==> config.mk <==
export PLATFORM = sky130hd
export DESIGN_NAME = mul_bisonn_arbiter
export DESIGN_NICKNAME = d
export VERILOG_FILES = /design/src/rtl/mul_bisonn_arbiter_pkg.sv /design/src/rtl/mul_bisonn_arbiter_req_fifo.sv /design/src/rtl/mul_bisonn_arbiter.sv
export SDC_FILE = /design/constraint.sdc
export NUM_CORES = 1
export LEC_CHECK = 0
export BUFFER_PORTS_ARGS = -buffer_cell sky130_fd_sc_hd__buf_2
export CORE_MARGIN = 2
export CORE_UTILIZATION = 50
export DETAILED_ROUTE_END_ITERATION = 8
export PLACE_DENSITY_LB_ADDON = 0.05
export SYNTH_ARGS = -nofsm -noshare
export SYNTH_HDL_FRONTEND = slang
export SYNTH_SLANG_ARGS = --single-unit
==> constraint.sdc <==
create_clock -name clk_i -period 4.6 [get_ports clk_i]
set_input_delay 0.92 -clock clk_i [delete_from_list [all_inputs] [get_ports clk_i]]
set_output_delay 0.92 -clock clk_i [all_outputs]
set_load 0.005 [all_outputs]
==> src/rtl/mul_bisonn_arbiter_pkg.sv <==
// Shared types and constants for the multiplier / Bisonn arbiter.
//   bisonn_req_t    : one buffered Bisonn request (operands + tag)
//   inflight_slot_t : tracker entry for an op inside the multiplier
//   MUL_BISONN_LAT  : cycles from grant to result on mul_bisonn_valid_i
package mul_bisonn_arbiter_pkg;

    localparam int MUL_BISONN_LAT = 2;

    // Widest tag a Bisonn requester may use; narrower tags are zero-extended
    // on entry and truncated on the way out.
    localparam int BISONN_TAG_MAX_W = 16;

    typedef struct packed {
        logic [63:0]                 rs1;
        logic [63:0]                 rs2;
        logic [BISONN_TAG_MAX_W-1:0] tag;
    } bisonn_req_t;

    typedef struct packed {
        logic valid;
        logic killed;
    } inflight_slot_t;

endpackage

==> src/rtl/mul_bisonn_arbiter_req_fifo.sv <==
// bisonn_req_fifo: Bisonn request buffer with three pointers.
//   wr_ptr  : next free entry (push)
//   iss_ptr : next entry to issue into the multiplier
//   cmt_ptr : oldest entry not yet returned as a response
// Pointers carry one extra wrap bit so full and empty are distinguishable.
// Ports:
//   clk_i, rst_i      clock, synchronous active-high reset
//   push_i/push_req_i write push_req_i at wr_ptr
//   issue_i           advance iss_ptr
//   commit_i          advance cmt_ptr
//   rewind_i          move iss_ptr back to the post-commit cmt_ptr
//   occupancy_o       wr_ptr - cmt_ptr
//   pending_o         wr_ptr - iss_ptr
//   iss_req_o         entry at iss_ptr
//   cmt_tag_o         tag of entry at cmt_ptr
module bisonn_req_fifo
    import mul_bisonn_arbiter_pkg::*;
#(
    parameter int DEPTH = 4
) (
    input  logic                        clk_i,
    input  logic                        rst_i,
    input  logic                        push_i,
    input  bisonn_req_t                 push_req_i,
    input  logic                        issue_i,
    input  logic                        commit_i,
    input  logic                        rewind_i,
    output logic [$clog2(DEPTH):0]      occupancy_o,
    output logic [$clog2(DEPTH):0]      pending_o,
    output bisonn_req_t                 iss_req_o,
    output logic [BISONN_TAG_MAX_W-1:0] cmt_tag_o
);

    localparam int AW = $clog2(DEPTH);
    localparam int PW = AW + 1;

    bisonn_req_t   mem [DEPTH];
    logic [PW-1:0] wr_ptr;
    logic [PW-1:0] iss_ptr;
    logic [PW-1:0] cmt_ptr;
    logic [PW-1:0] cmt_ptr_next;

    assign cmt_ptr_next = commit_i ? cmt_ptr + PW'(1) : cmt_ptr;

    always_ff @(posedge clk_i) begin
        if (rst_i) begin
            wr_ptr  <= '0;
            iss_ptr <= '0;
            cmt_ptr <= '0;
        end else begin
            if (push_i) begin
                wr_ptr <= wr_ptr + PW'(1);
            end
            // A rewind restarts issue at the oldest uncommitted entry,
            // accounting for a commit happening in the same cycle.
            if (rewind_i) begin
                iss_ptr <= cmt_ptr_next;
            end else if (issue_i) begin
                iss_ptr <= iss_ptr + PW'(1);
            end
            cmt_ptr <= cmt_ptr_next;
        end
    end

    always_ff @(posedge clk_i) begin
        if (push_i) begin
            mem[wr_ptr[AW-1:0]] <= push_req_i;
        end
    end

    assign occupancy_o = wr_ptr - cmt_ptr;
    assign pending_o   = wr_ptr - iss_ptr;
    assign iss_req_o   = mem[iss_ptr[AW-1:0]];
    assign cmt_tag_o   = mem[cmt_ptr[AW-1:0]].tag;

endmodule

==> src/rtl/mul_bisonn_arbiter.sv <==
// mul_bisonn_arbiter: shares the two-stage execute multiplier between the
// core MUL path and the Bisonn accelerator port.
// Ports:
//   clk_i, rst_i            clock, synchronous active-high reset
//   req_*                   Bisonn request channel (valid/ready, operands, tag)
//   resp_*                  in-order Bisonn response, one-cycle pulse
//   core_mul_valid_i        core has a MUL op waiting (not gated by stall)
//   flush_mul_i             pipeline flush also seen by the multiplier
//   core_mul_stall_o        core must hold its MUL op this cycle
//   mul_bisonn_valid_o/rs*  issue side of the multiplier's Bisonn port
//   mul_bisonn_valid_i/rd_i result side of the multiplier's Bisonn port
module mul_bisonn_arbiter
    import mul_bisonn_arbiter_pkg::*;
#(
    parameter int FIFO_DEPTH = 4,
    parameter int TAG_W      = 4,
    parameter int MAX_DEFER  = 8
) (
    input  logic             clk_i,
    input  logic             rst_i,
    input  logic             req_valid_i,
    output logic             req_ready_o,
    input  logic [63:0]      req_rs1_i,
    input  logic [63:0]      req_rs2_i,
    input  logic [TAG_W-1:0] req_tag_i,
    output logic             resp_valid_o,
    output logic [63:0]      resp_data_o,
    output logic [TAG_W-1:0] resp_tag_o,
    input  logic             core_mul_valid_i,
    input  logic             flush_mul_i,
    output logic             core_mul_stall_o,
    output logic             mul_bisonn_valid_o,
    output logic [63:0]      mul_bisonn_rs1_o,
    output logic [63:0]      mul_bisonn_rs2_o,
    input  logic             mul_bisonn_valid_i,
    input  logic [63:0]      mul_bisonn_rd_i
);

    localparam int PW = $clog2(FIFO_DEPTH) + 1;
    localparam int DW = $clog2(MAX_DEFER + 1);
    localparam int P1 = MUL_BISONN_LAT - 1;

    logic [PW-1:0]               occupancy;
    logic [PW-1:0]               pending;
    bisonn_req_t                 push_req;
    bisonn_req_t                 iss_req;
    logic [BISONN_TAG_MAX_W-1:0] cmt_tag;
    logic                        push;
    logic                        grant;
    logic                        commit;
    logic                        rewind;
    logic                        defer_at_max;
    logic [DW-1:0]               defer_cnt;
    inflight_slot_t              slot_q [MUL_BISONN_LAT];

    // Ready depends only on registered pointers, never on this cycle's
    // commit, so there is no combinational path from the multiplier result.
    assign req_ready_o = occupancy < PW'(FIFO_DEPTH);
    assign push        = req_valid_i & req_ready_o;

    assign push_req.rs1 = req_rs1_i;
    assign push_req.rs2 = req_rs2_i;
    assign push_req.tag = BISONN_TAG_MAX_W'(req_tag_i);

    assign defer_at_max = defer_cnt == DW'(MAX_DEFER);

    // Never issue during a flush: the op would be corrupted in stage 0.
    assign grant = (pending != '0) & ~flush_mul_i
                 & (~core_mul_valid_i | defer_at_max);

    assign core_mul_stall_o   = grant & core_mul_valid_i;
    assign mul_bisonn_valid_o = grant;
    assign mul_bisonn_rs1_o   = grant ? iss_req.rs1 : '0;
    assign mul_bisonn_rs2_o   = grant ? iss_req.rs2 : '0;

    // A flush corrupts every op still short of the last multiplier stage;
    // the op in the last stage already has its result registered.
    always_comb begin
        rewind = 1'b0;
        for (int i = 0; i < P1; i++) begin
            if (slot_q[i].valid) begin
                rewind = flush_mul_i;
            end
        end
    end

    // A killed op still produces a multiplier valid; it is dropped here and
    // its entry is reissued from the rewound iss_ptr.
    assign commit       = slot_q[P1].valid & ~slot_q[P1].killed & mul_bisonn_valid_i;
    assign resp_valid_o = commit;
    assign resp_data_o  = commit ? mul_bisonn_rd_i : '0;
    assign resp_tag_o   = commit ? TAG_W'(cmt_tag) : '0;

    always_ff @(posedge clk_i) begin
        if (rst_i) begin
            for (int i = 0; i < MUL_BISONN_LAT; i++) begin
                slot_q[i] <= '0;
            end
        end else begin
            slot_q[0].valid  <= grant;
            slot_q[0].killed <= 1'b0;
            for (int i = 1; i < MUL_BISONN_LAT; i++) begin
                slot_q[i].valid  <= slot_q[i-1].valid;
                slot_q[i].killed <= slot_q[i-1].killed
                                  | (flush_mul_i & slot_q[i-1].valid);
            end
        end
    end

    always_ff @(posedge clk_i) begin
        if (rst_i) begin
            defer_cnt <= '0;
        end else if ((pending == '0) || grant) begin
            defer_cnt <= '0;
        end else if (core_mul_valid_i && !defer_at_max) begin
            defer_cnt <= defer_cnt + DW'(1);
        end
    end

    bisonn_req_fifo #(
        .DEPTH (FIFO_DEPTH)
    ) u_req_fifo (
        .clk_i       (clk_i),
        .rst_i       (rst_i),
        .push_i      (push),
        .push_req_i  (push_req),
        .issue_i     (grant),
        .commit_i    (commit),
        .rewind_i    (rewind),
        .occupancy_o (occupancy),
        .pending_o   (pending),
        .iss_req_o   (iss_req),
        .cmt_tag_o   (cmt_tag)
    );

endmodule

* Word level (Yosys, flattened, before mapping)
Memories as Yosys holds them, arrays and structs flattened. A register that Yosys moved wholly into a read port is not among the register bits.
Index checks and enable logic that the tools add are counted.
** Word-level totals
- Register bits after elaboration :: 13
- Bits in writable memories :: 532
- Bits of input ports :: 202
- Output and inout port bits :: 200
- Word-level logic and storage cells :: 57
- Memories kept :: 2
** Cells by class
- Add/subtract/negate cells :: 6
- Order comparisons :: 1
- Eq/ne operators :: 1
- Mux-type cells :: 20
- Bitwise operators :: 16
- Reduce and logical (&&, ||, !) cells :: 7
** Memory list
- u_req_fifo.mem :: depth 4, width 132, read ports 2, clocked after memory_dff 2, write ports 1, RTL line mul_bisonn_arbiter_req_fifo.sv:37 : bisonn_req_t mem [DEPTH];
- slot_q :: depth 2, width 2, read ports 2, clocked after memory_dff 0, write ports 2, RTL line mul_bisonn_arbiter.sv:54 : inflight_slot_t slot_q [MUL_BISONN_LAT];
** Operators with widths (count)
- 2-to-1 mux 64 bit :: 3
- 2-to-1 mux 1 bit :: 10
- adder 3 x 1 -> 3 bit (second input constant) :: 3
- 2-to-1 mux 3 bit :: 3
- AND 1 bit :: 7
- 2-to-1 mux 2 bit :: 3
- OR 1 bit :: 6
- subtractor 3 bit :: 2
- adder 4 x 1 -> 4 bit (second input constant) :: 1
- == test 4 bit (second input constant) :: 1
- 2-to-1 mux 4 bit :: 1
- logical NOT 3 bit :: 1
- < comparator 3 bit (second input constant) :: 1
- NOT 1 bit :: 3
- nonzero test 3 bit :: 1
- nonzero test 2 bit :: 1
- OR reduction 2 bit :: 1
- logical AND 1 bit :: 1
- logical NOT 1 bit :: 1
- logical OR 1 bit :: 1

* Logic depth before layout (Yosys ltp)
- Depth in word-level cells :: 8
- Mapped depth :: 9
- Gate-level depth less buffers :: 8

* Cells and area by module
A second synthesis with hierarchy kept.
** Second synthesis, totals
- Cell total of the unflattened synthesis :: 1092
- Area, all modules :: 23435.0 um^2
** Modules (own cells, without submodules)
- bisonn_req_fifo :: instances 1, cells an instance 831, area each 21725.8 um^2, seq. area each 17516.8 um^2
- mul_bisonn_arbiter :: instances 1, cells an instance 261, area each 1709.1 um^2, seq. area each 140.1 um^2

* Worst setup path after synthesis
No wires, ideal clock.
- Kind :: register to register
- Start point :: register u_req_fifo.cmt_ptr[1]
- End point :: memory u_req_fifo.mem[1][0] (netlist bit), enable pin
- Arrival time :: 4.250 ns
- Data required time :: 4.092 ns
- Slack :: -0.158 ns
- Cell stages (with the launch flop) :: 6
- Period minus slack after synthesis :: 4.758 ns
- Cell sequence :: dfxtp_1 -> inv_1 -> ha_1 -> a21oi_2 -> xnor2_2 -> and3_1
** Between the ends
- Cells in the longest elaborated chain, start to end :: 5
** RTL lines
- start, declared :: RTL line mul_bisonn_arbiter_req_fifo.sv:40 : logic [PW-1:0] cmt_ptr;
- start signal, assigned :: RTL line mul_bisonn_arbiter_req_fifo.sv:61 : cmt_ptr <= cmt_ptr_next;
- subtractor 3 bit :: RTL line mul_bisonn_arbiter_req_fifo.sv:71 : assign occupancy_o = wr_ptr - cmt_ptr;
- < comparator 3 bit :: RTL line mul_bisonn_arbiter.sv:58 : assign req_ready_o = occupancy < PW'(FIFO_DEPTH);
- named net req_ready_o :: RTL line mul_bisonn_arbiter.sv:22 : output logic req_ready_o,
- AND 1 bit :: RTL line mul_bisonn_arbiter.sv:59 : assign push = req_valid_i & req_ready_o;
- 2-to-1 mux 1 bit :: RTL line mul_bisonn_arbiter_req_fifo.sv:66 : if (push_i) begin
- 2-to-1 mux 1 bit (implied by the code) :: RTL line mul_bisonn_arbiter_req_fifo.sv:67 : mem[wr_ptr[AW-1:0]] <= push_req_i;
- end, declared :: RTL line mul_bisonn_arbiter_req_fifo.sv:37
The timed path passes the listed nets, and every way through them passes these cells.

* Final worst setup path
- Start point :: register u_req_fifo.wr_ptr[0]
- End point :: output mul_bisonn_rs1_o[57]
** Between the ends
- Cells in the longest elaborated chain, start to end :: 5
** RTL lines
- start, declared :: RTL line mul_bisonn_arbiter_req_fifo.sv:38 : logic [PW-1:0] wr_ptr;
- start signal, assigned :: RTL line mul_bisonn_arbiter_req_fifo.sv:52 : wr_ptr <= wr_ptr + PW'(1);
- subtractor 3 bit :: RTL line mul_bisonn_arbiter_req_fifo.sv:72 : assign pending_o = wr_ptr - iss_ptr;
- nonzero test 3 bit :: RTL line mul_bisonn_arbiter.sv:68 : assign grant = (pending != '0) & ~flush_mul_i
- AND 1 bit :: RTL line mul_bisonn_arbiter.sv:68
- AND 1 bit :: RTL line mul_bisonn_arbiter.sv:69 : & (~core_mul_valid_i | defer_at_max);
- 2-to-1 mux 64 bit :: RTL line mul_bisonn_arbiter.sv:73 : assign mul_bisonn_rs1_o = grant ? iss_req.rs1 : '0;
- end, declared :: RTL line mul_bisonn_arbiter.sv:33 : output logic [63:0] mul_bisonn_rs1_o,
No other way between the ends.

==> run_results.csv <==
group,metric,value,unit
floorplanning,start_util,0.507,
outcome,outcome,"finished, final reports clean",
clock_tree,cts_sinks,546,
clock_tree,clk_latency,0.59,ns
drt,drt_iter0_drc,692,
synth,yosysTopAreaCellShare,0.746,
synth,ys_seq_area_frac,0.763,
synth,synth_top_area_cell,"edfxtp_1",
placed_design,gp_congestion,0.772,
clock_tree,ctsHoldBuffers,0,
power,pwr-share-comb,0.109,
power,p_per_area,438,mW/mm2
power,clockPowerShare,0.368,
drt,vias_per_cell,5.32,
placed_design,port-buffer-count,401,
worst_hold_path,hold_start,"slot_q[0][1]",
floorplanning,fp-row-count,75,
global_routing,grt_max_degree,74,
global_routing,grt_pass1_vias,10800,
sta,timing.fmax,264,MHz
clock_tree,clock_path_buffers,3,
drt,antenna_left,0,
placed_design,hpwl,28400,um
sta,slew_viol_final,0,
clock_tree,htreeDepth,2,
final_layout,finalNetCount,1648,
global_routing,grt_pass1_wl,65900,um
critical_path,ff2ff_setup_slack,1.72,ns
floorplanning,core_area,0.0419,mm2
final_layout,fin_util,0.612,
sta,hold_viol,0,
critical_path,crit_type,"reg2out",
critical_path,cp-start-kind,"flop",
worst_hold_path,hold_depth,1,
sta,finalCritPeriodShare,0.825,
drt,avgRoutedWirePerCell,22.0,um
clock_tree,root_buffer,"clkbuf_16",
synth,synth_area,0.0212,mm2
drt,dr_total_vias,10800,
flow_run,drv_cap,0,
floorplanning,dieHeight,210,um
clock_tree,cts_buffers,54,
floorplanning,design.die.area,0.0442,mm2
synth,syn-num-nets,1223,
synth,synth_cell_types,36,
floorplanning,die_width,210,um
synth,syn_inst,1010,
worst_hold_path,min_path_type,"reg2reg",
global_routing,overflow,0,
power,switchingPower,2450,uW
final_layout,layout.cells.non_filler,2023,
worst_hold_path,worstHoldEndpoint,"slot_q[1][1]",
global_routing,grt_use_total,0.202,
critical_path,reg2regPathDepth,6,
placed_design,dpl.cell_count,1918,
sta,finalSetupViolCount,0,
power,switching_share,0.218,
clock_tree,cts_resized,0,
final_layout,drive_above_1_share,0.429,
power,p_leak,0.00934,uW
clock_tree,clk_pin_slew,0.06,ns
critical_path,cp_max_fo,71,
sta,worst_pin_slew,0.892,ns
power,peakVddDrop,0.000326,V
sta,fin_setup_tns,0,ns
synth,synth_area_per_cell,21.0,um2
global_routing,antenna_found_initial,14,
drt,drc_errors,0,
critical_path,endpoint_kind,"output pin",
drt,drt-total-wl,44500,um
critical_path,required,3.68,ns
floorplanning,num_io_pins,402,
synth,synth_seq_cells,546,
clock_tree,post-cts-setup-buffers,0,
drt,dr.pass1.iters,7,
sta,rsz0062_at_grt,"no",
sta,period_needed,3.79,ns
critical_path,rr_endpoint,"u_req_fifo.mem[0][128]",
synth,yosys_warnings,0,
power,p_seq_frac,0.522,
sta,relSlewSlack,0.405,
sta,skew,0.0131,ns
critical_path,cp.arrival,2.87,ns
final_layout,synthToLayoutAreaGrowth,20.9,%
synth,synth.area.top_cells,"edfxtp_1 (75%), mux4_2 (14%), and2_1 (5.9%)",
sta,whs,0.461,ns
critical_path,timing.rr.start,"u_req_fifo.cmt_ptr[1]",
clock_tree,cts_tree,"yes",
power,power.internal,8790,uW
## sequential cells by signal (all words and copies together), names as in the netlist, named ones only
register	flops
u_req_fifo.wr_ptr	3
slot_q	3
u_req_fifo.cmt_ptr	3
u_req_fifo.mem	528
u_req_fifo.iss_ptr	3
defer_cnt	4
## per-layer routing
metal,wire length (um),share of wire,global-route usage,vias up
met5,117,0.0026,0,-
met4,769,0.017,0.0538,18
met3,3300,0.074,0.0636,76
met2,22100,0.50,0.329,314
met1,18200,0.41,0.266,5471
li1,-,-,-,4891
## placed cells by master, fill, tap and decap left out, drive strengths merged
cell type and count:
inv 8, xnor2 6, nand2b 2, xor2 4, bufinv 4, nand4b 1
a211oi 1, nor2 11, o21ai 3, clkinv 27, and2 199, buf 423
nand3 3, mux4 132, a21oi 5, a221oi 2, diode 5, edfxtp 528
a21o 1, ha 11, nand3b 1, o31ai 3, a311oi 1, dfxtp 18
nor2b 4, mux2 1, nand4 1, and3 4, and3b 1, nand2 6
clkbuf 68
## worst max path at each step
stage                          start                   end  slack [ns]  depth (start not counted)
2_1_floorplan  u_req_fifo.cmt_ptr[1]  u_req_fifo.mem[0][0]        1.34                          5
3_3_place_gp        core_mul_valid_i  mul_bisonn_rs2_o[13]        1.33                          7
3_5_place_dp        core_mul_valid_i  mul_bisonn_rs1_o[57]        1.23                          7
4_1_cts         u_req_fifo.wr_ptr[0]  mul_bisonn_rs1_o[57]        0.76                          9
5_1_grt         u_req_fifo.wr_ptr[0]  mul_bisonn_rs1_o[57]        0.58                          9
6_report        u_req_fifo.wr_ptr[0]  mul_bisonn_rs1_o[57]        0.81                          9
## critical path: stages, from the launching register on
cell	delay (ns)
dfxtp_1	0.43
inv_1	0.12
ha_1	0.18
nor2b_1	0.13
xnor2_1	0.24
o21ai_2	0.13
inv_4	0.18
buf_4	0.46
and2_1	0.22
buf_2	0.11
## area by class of cell
cell class | instances | area [um2]
inverter | 7 | 28.8
clock inverter | 32 | 240
antenna | 5 | 12.5
multi-input combinational | 403 | 4770
fill | 3103 | 16300
tap | 539 | 674
timing repair buffer | 423 | 2310
clock buffer | 68 | 1430
sequential | 546 | 16200
## Yosys cell counts
cell type and count:
edfxtp_1 528, and2_1 199, mux4_2 132, clkbuf_1 31, dfxtp_1 18, buf_2 14, ha_1 11, nor2_1 11
clkbuf_2 6, inv_1 6, nand2_1 6, xnor2_1 5, a21oi_1 4, nor2b_1 4, xor2_1 4, and3_1 3
nand3_1 3, o31ai_1 3, a221oi_1 2, buf_4 2, nand2b_1 2, o21ai_0 2, a211oi_1 1, a21o_1 1
a21oi_2 1, a311oi_1 1, and3_4 1, and3b_1 1, buf_12 1, inv_4 1, mux2_2 1, nand3b_1 1
nand4_1 1, nand4b_1 1, o21ai_2 1, xnor2_2 1
## through the flow
step           power [uW]  worst slack [ns]  instance area [um2]
2_1_floorplan        6710              1.34                21300
3_3_place_gp         7230              1.33                24000
3_5_place_dp         7250              1.23                24000
4_1_cts             11400             0.757                25700
5_1_grt             11700             0.585                25700
6_report            11200             0.806                25700
## cell families (layout without fill, tap and decap cells)
kind of cell               after synthesis  in the layout  share of synthesized area
other                                    0              5                          0
AOI/OAI and AO/OA                       16             16                    0.00524
buffers and inverters                   61            530                     0.0132
and+or+nand+nor                        233            233                     0.0670
xor gates and xnor gates                10             10                    0.00448
adders and majority gates               11             11                    0.00648
muxes                                  133            133                      0.140
DFF                                    546            546                      0.763
## power groups by stage
stage | clock (uW) | combinational [uW] | sequential [uW]
after CTS | 4250 | 1270 | 5880
after floorplan | 0 | 770 | 5940
after detailed placement | 0 | 1270 | 5980
final | 4140 | 1230 | 5870
after global placement | 0 | 1260 | 5970
after global routing | 4450 | 1340 | 5900
(Power assumes the default switching activity.)
